===== src/rtl/ibuf_rc_hl.sv =====
// Per-VC input flit buffer ahead of route computation: FIFO, head detection, rc_en pulse, credit return.
// Optional macro IBUF_BYPASS_EN: a head arriving into an empty idle buffer triggers rc_en in the same cycle.
module ibuf_rc_hl #(
   parameter int DEPTH    = 4,
   parameter int PTRW     = 2,
   parameter int DATAW    = 64,
   parameter int HEAD_BIT = 63,
   parameter int TAIL_BIT = 62
) (
   input  logic             clk,
   input  logic             rst_,
   input  logic [DATAW-1:0] idata,
   input  logic             ivalid,
   output logic             ordy,
   output logic [DATAW-1:0] rc_data,
   output logic             rc_en,
   output logic [DATAW-1:0] odata,
   output logic             ovalid,
   input  logic             oready,
   output logic             credit_out,
   output logic [1:0]       state,
   output logic             err
);

   typedef enum logic [1:0] {
      IDLE   = 2'd0,
      ROUTE  = 2'd1,
      ACTIVE = 2'd2
   } state_e;

   localparam logic [PTRW:0] FULL_COUNT = (PTRW+1)'(DEPTH);

   state_e           state_q, state_d;
   logic [DATAW-1:0] mem_q [DEPTH];
   logic [PTRW-1:0]  wrPtr_q, rdPtr_q;
   logic [PTRW:0]    count_q, count_d;
   logic [DATAW-1:0] rcData_q;
   logic             credit_q, err_q;

   logic             empty, push, pop, orphan, overflow, rcEn, popOk;
   logic [DATAW-1:0] front, rcBus;

   assign empty    = (count_q == '0);
   assign front    = empty ? '0 : mem_q[rdPtr_q];
   assign ordy     = (count_q != FULL_COUNT);
   assign push     = ivalid & ordy;
   assign overflow = ivalid & ~ordy;

   always_comb begin
      state_d = state_q;
      pop     = 1'b0;
      orphan  = 1'b0;
      rcEn    = 1'b0;
      rcBus   = front;
      popOk   = 1'b0;
      case (state_q)
         IDLE: begin
`ifdef IBUF_BYPASS_EN
            if (empty && ivalid && idata[HEAD_BIT]) begin
               rcEn    = 1'b1;
               rcBus   = idata;
               state_d = ACTIVE;
            end else
`endif
            if (!empty) begin
               if (front[HEAD_BIT]) begin
                  state_d = ROUTE;
               end else begin
                  // A non-head flit with no open packet can never be routed; drain it.
                  pop    = 1'b1;
                  orphan = 1'b1;
               end
            end
         end
         ROUTE: begin
            rcEn    = 1'b1;
            state_d = ACTIVE;
         end
         ACTIVE: begin
            popOk = ~empty;
            if (popOk && oready) begin
               pop = 1'b1;
               if (front[TAIL_BIT]) state_d = IDLE;
            end
         end
         default: state_d = IDLE;
      endcase
   end

   always_comb begin
      count_d = count_q;
      case ({push, pop})
         2'b10:   count_d = count_q + 1'b1;
         2'b01:   count_d = count_q - 1'b1;
         default: count_d = count_q;
      endcase
   end

   always_ff @(posedge clk) begin
      if (push) mem_q[wrPtr_q] <= idata;
   end

   always_ff @(posedge clk) begin
      if (rst_) begin
         state_q  <= IDLE;
         wrPtr_q  <= '0;
         rdPtr_q  <= '0;
         count_q  <= '0;
         rcData_q <= '0;
         credit_q <= 1'b0;
         err_q    <= 1'b0;
      end else begin
         state_q  <= state_d;
         wrPtr_q  <= wrPtr_q + PTRW'(push);
         rdPtr_q  <= rdPtr_q + PTRW'(pop);
         count_q  <= count_d;
         credit_q <= pop;
         if (overflow || orphan) err_q <= 1'b1;
         // Downstream latches on rc_en, so hold the last presented head in between.
         if (rcEn) rcData_q <= rcBus;
      end
   end

   assign rc_en      = rcEn;
   assign rc_data    = rcEn ? rcBus : rcData_q;
   assign odata      = front;
   assign ovalid     = popOk;
   assign credit_out = credit_q;
   assign state      = state_q;
   assign err        = err_q;

endmodule


===== config.mk =====
export PLATFORM = sky130hd
export DESIGN_NAME = ibuf_rc_hl
export DESIGN_NICKNAME = d
export VERILOG_FILES = /design/src/rtl/ibuf_rc_hl.sv
export SDC_FILE = /design/constraint.sdc
export NUM_CORES = 1
export LEC_CHECK = 0
export ABC_AREA = 1
export CELL_PAD_IN_SITES_DETAIL_PLACEMENT = 0
export CELL_PAD_IN_SITES_GLOBAL_PLACEMENT = 1
export CORE_ASPECT_RATIO = 1.1
export CORE_UTILIZATION = 42
export CTS_CLUSTER_DIAMETER = 60
export DETAILED_ROUTE_END_ITERATION = 10
export PLACE_DENSITY_LB_ADDON = 0.1
export SYNTH_ARGS = -nofsm -noshare
export SYNTH_HDL_FRONTEND = slang
export SYNTH_SLANG_ARGS = --single-unit

===== constraint.sdc =====
create_clock -name clk -period 6.7 [get_ports clk]
set_input_delay 0.67 -clock clk [delete_from_list [all_inputs] [get_ports clk]]
set_output_delay 0.67 -clock clk [all_outputs]
set_load 0.02 [all_outputs]

# == After elaboration in Yosys (flattened, before gate mapping) ==
# Memories as Yosys holds them, arrays and structs flattened. A register that Yosys moved wholly into a read port is not among the register bits.
# Cells that the tools add are included.
# Widths: inputs -> output; s select.
# word_totals
ramBits,256
romBits,0
output_inout_bits,135
regBits,75
latchBits,0
n_memories,1
# op_classes
n_eq_ne,9
n_addsub,4
bitwise,4
n_mul,0
n_div,0
magnitude_cmp,0
reduce_logical,6
mux,18
shifts,0
# memory_table
name,depth,word_bits,rd,rd_ports_with_merged_regs,write_ports,line_no,text
mem_q,4,64,1,1,1,34,logic [DATAW-1:0] mem_q [DEPTH];
# ops
cell,n
$mux 64,2
$mux 2,5
$mux 1,8
$ne 2x2->1 const B,4
$pmux 2 s3,1
$pmux 3 s2,1
$add 2x1->2,2
$eq 2x1->1 const B,2
$eq 2x2->1 const B,2
$reduce_and 4->1,1
$add 3x1->3 const B,1
$logic_not 3->1,1
$ne 3x3->1 const B,1
$sub 3x1->3 const B,1
$and 1x1->1,2
$logic_not 2->1,1
$not 1->1,2
$pmux 1 s2,1
$reduce_bool 2->1,1
$logic_and 1x1->1,1
$logic_or 1x1->1,1

# == Logic depth before layout (Yosys ltp) ==
# Gate-level depths: netlist (run 1).
# logic_depth
ltp_word,7
ltp_mapped,14

# == Worst setup path before layout (run 1) ==
# Ideal clock, no wire load.
# synth_path
path_type,input to register
start,in ivalid
end,"mem mem_q[0][0], enable pin"
n_path_buf,0
path_stages,2
slack_ns,0.982
arrival_ns,5.152
required_ns,6.135
setup_time_ns,0.565
cell_sequence,nand2_1 nor3_1
# synth_between
elab_chain_len,3
# synth_rtl
element,line_no,text
from (decl),13,"input logic ivalid,"
$and 1x1->1,46,assign push = ivalid & ordy;
$mux 1,100,if (push) mem_q[wrPtr_q] <= idata;
$mux 1 (not written as such),100,
to (decl),34,
# No other way between the ends.

==> results of run 1 <==
-- layer usage --
layer | vias to the layer above | global-route usage
met3 | 47 | 0.0384
met4 | 0 | 0.0508
met2 | 196 | 0.337
met5 | - | 0
li1 | 4678 | -
met1 | 4432 | 0.242
-- state kept, by name, indices dropped and copies added, names as in the netlist --
signal	cells
state	2
mem_q	256
wrPtr_q	2
err	1
rdPtr_q	2
credit_out	1
rcData_q	64
count_q	3
-- final cells by class --
cell class,instances,area (µm²)
fill,2785,14600
sequential,331,9200
multi-input combinational,810,3550
timing repair buffer,216,2120
clock buffer,48,1010
tap,420,526
inverter,84,317
clock inverter,16,173
-- through the flow --
step                setup slack [ns]  total power [µW]
finish                          2.19              7220
global route                    1.82              7630
CTS                             2.12              7320
detailed placement              2.69              5340
global placement                2.74              5320
floorplan                      0.982              4270
-- logic make-up (layout without fill, tap and decap cells) --
family,count (synthesis),after routing,share of synthesized area
simple gates,607,607,0.180
flops,331,331,0.683
buf+inv,161,364,0.0554
compound gates,197,197,0.0755
xor+xnor,2,2,0.00130
fa+ha+maj,4,4,0.00428
-- layout by cell type, fill, tap and decap left out --
master | synthesis | layout
bufinv_16 | 0 | 3
clkbuf_8 | 0 | 2
a21oi_2 | 6 | 6
nand2_4 | 0 | 1
buf_4 | 7 | 15
nor2_4 | 0 | 1
dfxtp_4 | 0 | 2
clkinv_1 | 0 | 2
clkinv_4 | 0 | 2
a31oi_1 | 1 | 1
clkbuf_16 | 0 | 38
nor3_1 | 5 | 1
nand3_1 | 59 | 59
clkdlybuf4s50_1 | 0 | 201
nor2_1 | 258 | 257
nand2_1 | 275 | 274
inv_1 | 82 | 81
clkbuf_1 | 26 | 8
fa_1 | 1 | 1
dfxtp_1 | 75 | 73
o21ai_0 | 124 | 124
ha_1 | 3 | 3
clkinv_2 | 0 | 5
inv_2 | 2 | 2
a21oi_1 | 63 | 63
clkinvlp_4 | 0 | 5
nor3_2 | 0 | 4
nand3_2 | 10 | 10
xnor2_1 | 2 | 2
o21ai_1 | 1 | 1
a211oi_1 | 1 | 1
edfxtp_1 | 256 | 256
o21a_1 | 1 | 1
-- power groups by stage --
stage | registers [µW] | clock network, µW | logic, µW
2_1_floorplan | 2600 | 0 | 1660
3_3_place_gp | 2630 | 0 | 2690
3_5_place_dp | 2630 | 0 | 2700
4_1_cts | 2590 | 2010 | 2710
5_1_grt | 2620 | 2090 | 2930
6_report | 2590 | 1970 | 2660
-- worst max-delay path, stage by stage (launching register included) --
cell and delay (ns):
dfxtp_4 0.71, clkinv_2 0.69, buf_4 0.58, nand2_1 0.14, nand3_1 0.07, nand2_1 0.12
nand2_1 0.07, inv_1 0.13, nand2_1 0.08, nand2_1 0.09, clkdlybuf4s50_1 0.60
-- how the worst min path moves through the flow --
stage / slack [ns] / cells after the start / endpoint
floorplan: 0.45 / 2 / rcData_q[52]
global placement: 0.46 / 2 / rcData_q[58]
detailed placement: 0.46 / 2 / rcData_q[32]
CTS: 0.47 / 2 / rcData_q[32]
global route: 0.49 / 2 / rcData_q[51]
finish: 0.47 / 2 / rcData_q[54]
==> metrics.md, run 1 <==
| Metric | Value |
|---|---|
| DRC viols | `0` |
| Non-Filler Instances | `1925` |
| Post-Place Cells | `1861` |
| Final clock period utilization by the worst path | `0.673` |
| Setup TNS Final | `0 ns` |
| DRT Wirelength | `31700 µm` |
| Sw frac | `0.359` |
| Hold Vio Cnt, Final | `0` |
| Total die area | `32700 µm²` |
| Via count of the first global-routing pass | `8875` |
| Layout cell share with drive strength beyond 1 | `0.0638` |
| Wire length per cell | `16.4 µm` |
| Final Cell Area | `16900 µm²` |
| WL met3 | `1650 µm` |
| Number of DRC markers in iteration 0 | `447` |
| Status | `complete, no violations` |
| Postcts setup bufs | `0` |
| Post-synth top area cell | `edfxtp_1` |
| Seq pwr share | `0.359` |
| Final setup fails | `0` |
| Slew Limit Fails | `0` |
| Largest net degree at the start of global routing | `88` |
| Switching power of the nets | `2590 µW` |
| Final Util | `0.537` |
| Clock buffer count from CTS | `36` |
| EDFF count, synth | `256` |
| Comb power frac | `0.369` |
| Seq/Total Area, Yosys | `0.683` |
| Worst-path maximum fanout | `78` |
| Worst endpoint required time | `6.03 ns` |
| Pwr Density | `427 nW/µm²` |
| Area after DPL | `15700 µm²` |
| Root Driver | `clkbuf_16` |
| Starting Density | `0.427` |
| R2R setup slack | `3.14 ns` |
| Slew at the pin closest to its max-slew limit | `0.999 ns` |
| Clock sinks | `331` |
| # diodes | `0` |
| Post-synth cell types | `24` |
| GRT Util Overall | `0.192` |
| Leakage Power | `0.00666 µW` |
| H-tree lvl count | `2` |
| Crit path DAT | `3.84 ns` |
| Peak VDD IR | `301 µV` |
| Via/cell ratio | `4.86` |
| Most instantiated cells after synthesis | `nand2_1 (275), nor2_1 (258), edfxtp_1 (256)` |
| Die W | `173 µm` |
| DIE HEIGHT | `190 µm` |
| Syn Nets | `1374` |
| Post-synthesis cell count | `1302` |
| Ranking of synthesized cells by area | `edfxtp_1 (57%), dfxtp_1 (11%), nand2_1 (7.7%)` |
| Avg Inst Size Synth | `10.3 µm²` |
| YS warnings | `0` |
| Crit path capture type | `primary output` |
| FF-to-FF Start | `rdPtr_q[1]` |
| CTS Buffer Depth | `3` |
| Max_slew headroom | `0.334` |
| Hold Path Origin | `rcData_q[54]` |
| Top_reg_cell synth | `edfxtp_1` |
| R2R cell count | `13` |
| Fmax | `0.222 GHz` |
| CP Capture Point | `rc_data[62]` |
| RSZ-0062 raised after global routing | `no` |
| # IOs | `203` |
| Post-synth top area share | `0.572` |
| CTS clock-pin slew for the worst setup and hold paths | `0.06 ns` |
| Max Cap Viol | `0` |
| Fin crit period | `4.51 ns` |
| Final global-route overflow total | `0` |
| Core Region | `31500 µm²` |
| Most numerous cell in the Yosys netlist | `nand2_1` |
| First-pass GRT wire length | `48900 µm` |
| Port Buffers | `202` |
| Critical path type | `flip-flop to primary output` |
| Initial antenna violation count | `0` |
| WHS | `0.470 ns` |
| Post-route ant nets | `0` |
| Gpl congestion | `0.716` |
| CP Launch Point | `rdPtr_q[0]` |
| Met2 wire length | `15600 µm` |
| Startpoint types | `flip-flop` |
| Layout Nets | `1551` |
| CTS tree | `done` |
| Drt pass-1 iters | `5` |
| Clock power share | `0.272` |
| Top Layer Used | `met4` |
| Yosys reg bits | `331` |
| Setup Skew | `0.00968 ns` |
| Skew-Pair Late Insertion Delay | `0.52 ns` |
| M1 wire length | `13800 µm` |
| Synth async-reset ratio | `0` |
| Layout area overhead | `25.6%` |
| Int Power | `4630 µW` |
| Post-CTS sizing | `0` |
| Post-synthesis cell area | `13400 µm²` |
| Reg-to-Reg End | `count_q[2]` |
| Post-DP HPWL | `17900 µm` |
| Hold WC Path Type | `flip-flop to flip-flop` |
| # rows | `68` |
| CTS Hold Bufs | `0` |
| Routed via count | `9353` |
Note: power is estimated with default switching activity, not from simulation.
==> run 2: changes to the inputs <==
==> constraint.sdc (replaced) <==
create_clock -name clk -period 4.3 [get_ports clk]
set_input_delay 0.43 -clock clk [delete_from_list [all_inputs] [get_ports clk]]
set_output_delay 0.43 -clock clk [all_outputs]
set_load 0.02 [all_outputs]
==> run 2 against run 1 <==
- clock power rose by 47%
- sequential cell count is the same
- power up 54%
- sequential power grew 53%
- clock skew rose by 0.0054 ns
- count of clock-buffer cells in the layout up 9
- combinational power increased by 60%
- worst setup slack worse by 1.2 ns
- non-clock buffer count increased by 4
- register-to-register slack worse by 1.7 ns
- routed wire length is 0.25% higher
- highest routed layer unchanged
==> metrics.md, run 2 (same netlist as run 1, synthesis figures left out) <==
| Metric | Value |
|---|---|
| Most frequent cells in the layout | `nand2_1 (274), nor2_1 (257), edfxtp_1 (256), clkdlybuf4s50_1 (201), o21ai_0 (124)` |
| RSZ-0062 raised after global routing | `no` |
| Pwr Density | `658 nW/µm²` |
| # diodes | `0` |
| Total chip power | `11100 µW` |
| WHS | `0.471 ns` |
| CP Launch Point | `rdPtr_q[0]` |
| Worst stage delay on the critical path | `0.60 ns` |
| Initial antenna violation count | `0` |
| Slew at the pin closest to its max-slew limit | `0.995 ns` |
| CTS Hold Bufs | `0` |
| Largest Register | `mem_q` |
| Post-DP HPWL | `18600 µm` |
| Non-Filler Instances | `1930` |
| CP max-delay cell | `clkdlybuf4s50_1` |
| Root Driver | `clkbuf_16` |
| Switching power of the nets | `3990 µW` |
| First-pass GRT wire length | `49900 µm` |
| Max_slew headroom | `0.337` |
| DRC viols | `0` |
| Fmax | `0.298 GHz` |
| Fin crit period | `3.36 ns` |
| Peak VDD IR | `335 µV` |
| Crit path capture type | `primary output` |
| Starting Density | `0.427` |
| Hold Vio Cnt, Final | `0` |
| Post-Place Cells | `1865` |
| Crit path DAT | `2.93 ns` |
| Clock power share | `0.260` |
| Startpoint types | `flip-flop` |
| Final setup fails | `0` |
| Status | `complete, no violations` |
| Place WS | `1.42 ns` |
| CTS tree | `done` |
| Via count of the first global-routing pass | `9232` |
| Setup Skew | `0.0151 ns` |
| Clock buffer count from CTS | `36` |
| Post-route setup slack | `0.942 ns` |
| Sw frac | `0.359` |
| Most common cell after layout, fill and taps aside | `nand2_1` |
| Port Buffers | `202` |
| Slew Limit Fails | `0` |
| Final clock period utilization by the worst path | `0.781` |
| Gpl congestion | `0.706` |
| Core Region | `31500 µm²` |
| CTS Buffer Depth | `3` |
| DRT Wirelength | `31700 µm` |
| Post-CTS sizing | `0` |
| GRT Util Overall | `0.195` |
| Post-route ant nets | `0` |
| CTS clock-pin slew for the worst setup and hold paths | `0.06 ns` |
| Worst-path maximum fanout | `50` |
| Largest register FFs | `256` |
| Max Cap Viol | `0` |
| Leakage Power | `0.00668 µW` |
| H-tree lvl count | `2` |
| Comb power frac | `0.383` |
| R2R setup slack | `1.45 ns` |
| Largest regs | `mem_q x256, rcData_q x64, count_q x3` |
| Int Power | `7120 µW` |
| Critical path type | `flip-flop to primary output` |
| Cell mode on critical path | `nand2_1` |
| Final global-route overflow total | `0` |
| Delay-heaviest family, CP | `buffers and inverters` |
| Routed via count | `9358` |
| # IOs | `203` |
| Worst endpoint required time | `3.87 ns` |
| Largest net degree at the start of global routing | `130` |
| Drt pass-1 iters | `5` |
| Layout cell share with drive strength beyond 1 | `0.0636` |
| Hold Path Origin | `rcData_q[5]` |
| DIE HEIGHT | `190 µm` |
| Layout area overhead | `25.6%` |
| # fillers | `2842` |
| Worst Path Buf+Inv | `3` |
| FF-to-FF Start | `rdPtr_q[1]` |
| Cell Chain, Critical Path | `clkinv_2 > buf_4 > o21ai_0 > nand2_1 > nand3_1 > nand2_1 > clkdlybuf4s50_1` |
| Hold WC Path Type | `flip-flop to flip-flop` |
| Skew-Pair Late Insertion Delay | `0.52 ns` |
| Via/cell ratio | `4.85` |
| # rows | `68` |
| Postcts setup bufs | `0` |
| Layout Nets | `1555` |
| Number of DRC markers in iteration 0 | `577` |
| Wire length per cell | `16.4 µm` |
| Clock sinks | `331` |
| Seq pwr share | `0.356` |
| Total die area | `32700 µm²` |
| Die W | `173 µm` |
## run 2: routing by layer
metal | wire length [µm] | vias to the layer above | global-route usage
met1 | 13800 | 4432 | 0.243
met5 | 0 | - | 0
met2 | 15800 | 183 | 0.346
met4 | 572 | 0 | 0.0501
li1 | - | 4698 | -
met3 | 1600 | 45 | 0.0414
## run 2: tightest hold or removal path, stage by stage (launching register included)
cell and delay, ns:
dfxtp_1 0.29, nand2_1 0.07, a21oi_1 0.06
## run 2: area by class of cell
class / count / area [µm²] / share of cell area
sequential: 331 / 9200 / 0.545
multi-input combinational: 810 / 3550 / 0.210
timing repair buffer: 220 / 2180 / 0.129
clock inverter: 8 / 45.0 / 0.00267
inverter: 84 / 317 / 0.0188
clock buffer: 57 / 1070 / 0.0635
tap: 420 / 526 / 0.0311
## run 2: final timing paths
path | endpoint | cells after the start
worst max-delay path | rc_data[24] | 7
worst max register to register | count_q[2] | 12
worst min register to register | rcData_q[5] | 2
worst min-delay path | rcData_q[5] | 2
## run 2: power by group through the flow
stage / Clock, µW / Combinational (µW) / Sequential (µW)
floorplan: 0 / 2590 / 4060
global placement: 0 / 4310 / 4020
detailed placement: 0 / 4330 / 4030
CTS: 2960 / 4340 / 3960
global route: 3080 / 4680 / 3990
finish: 2890 / 4260 / 3960
## run 2: through the flow
stage                     TNS, ns   util  instance area [µm²]
final                           0  0.536                16900
after global routing            0  0.536                16900
after CTS                       0  0.536                16900
after detailed placement        0  0.501                15800
after global placement          0  0.501                15800
after floorplan           -349.91      -                13400
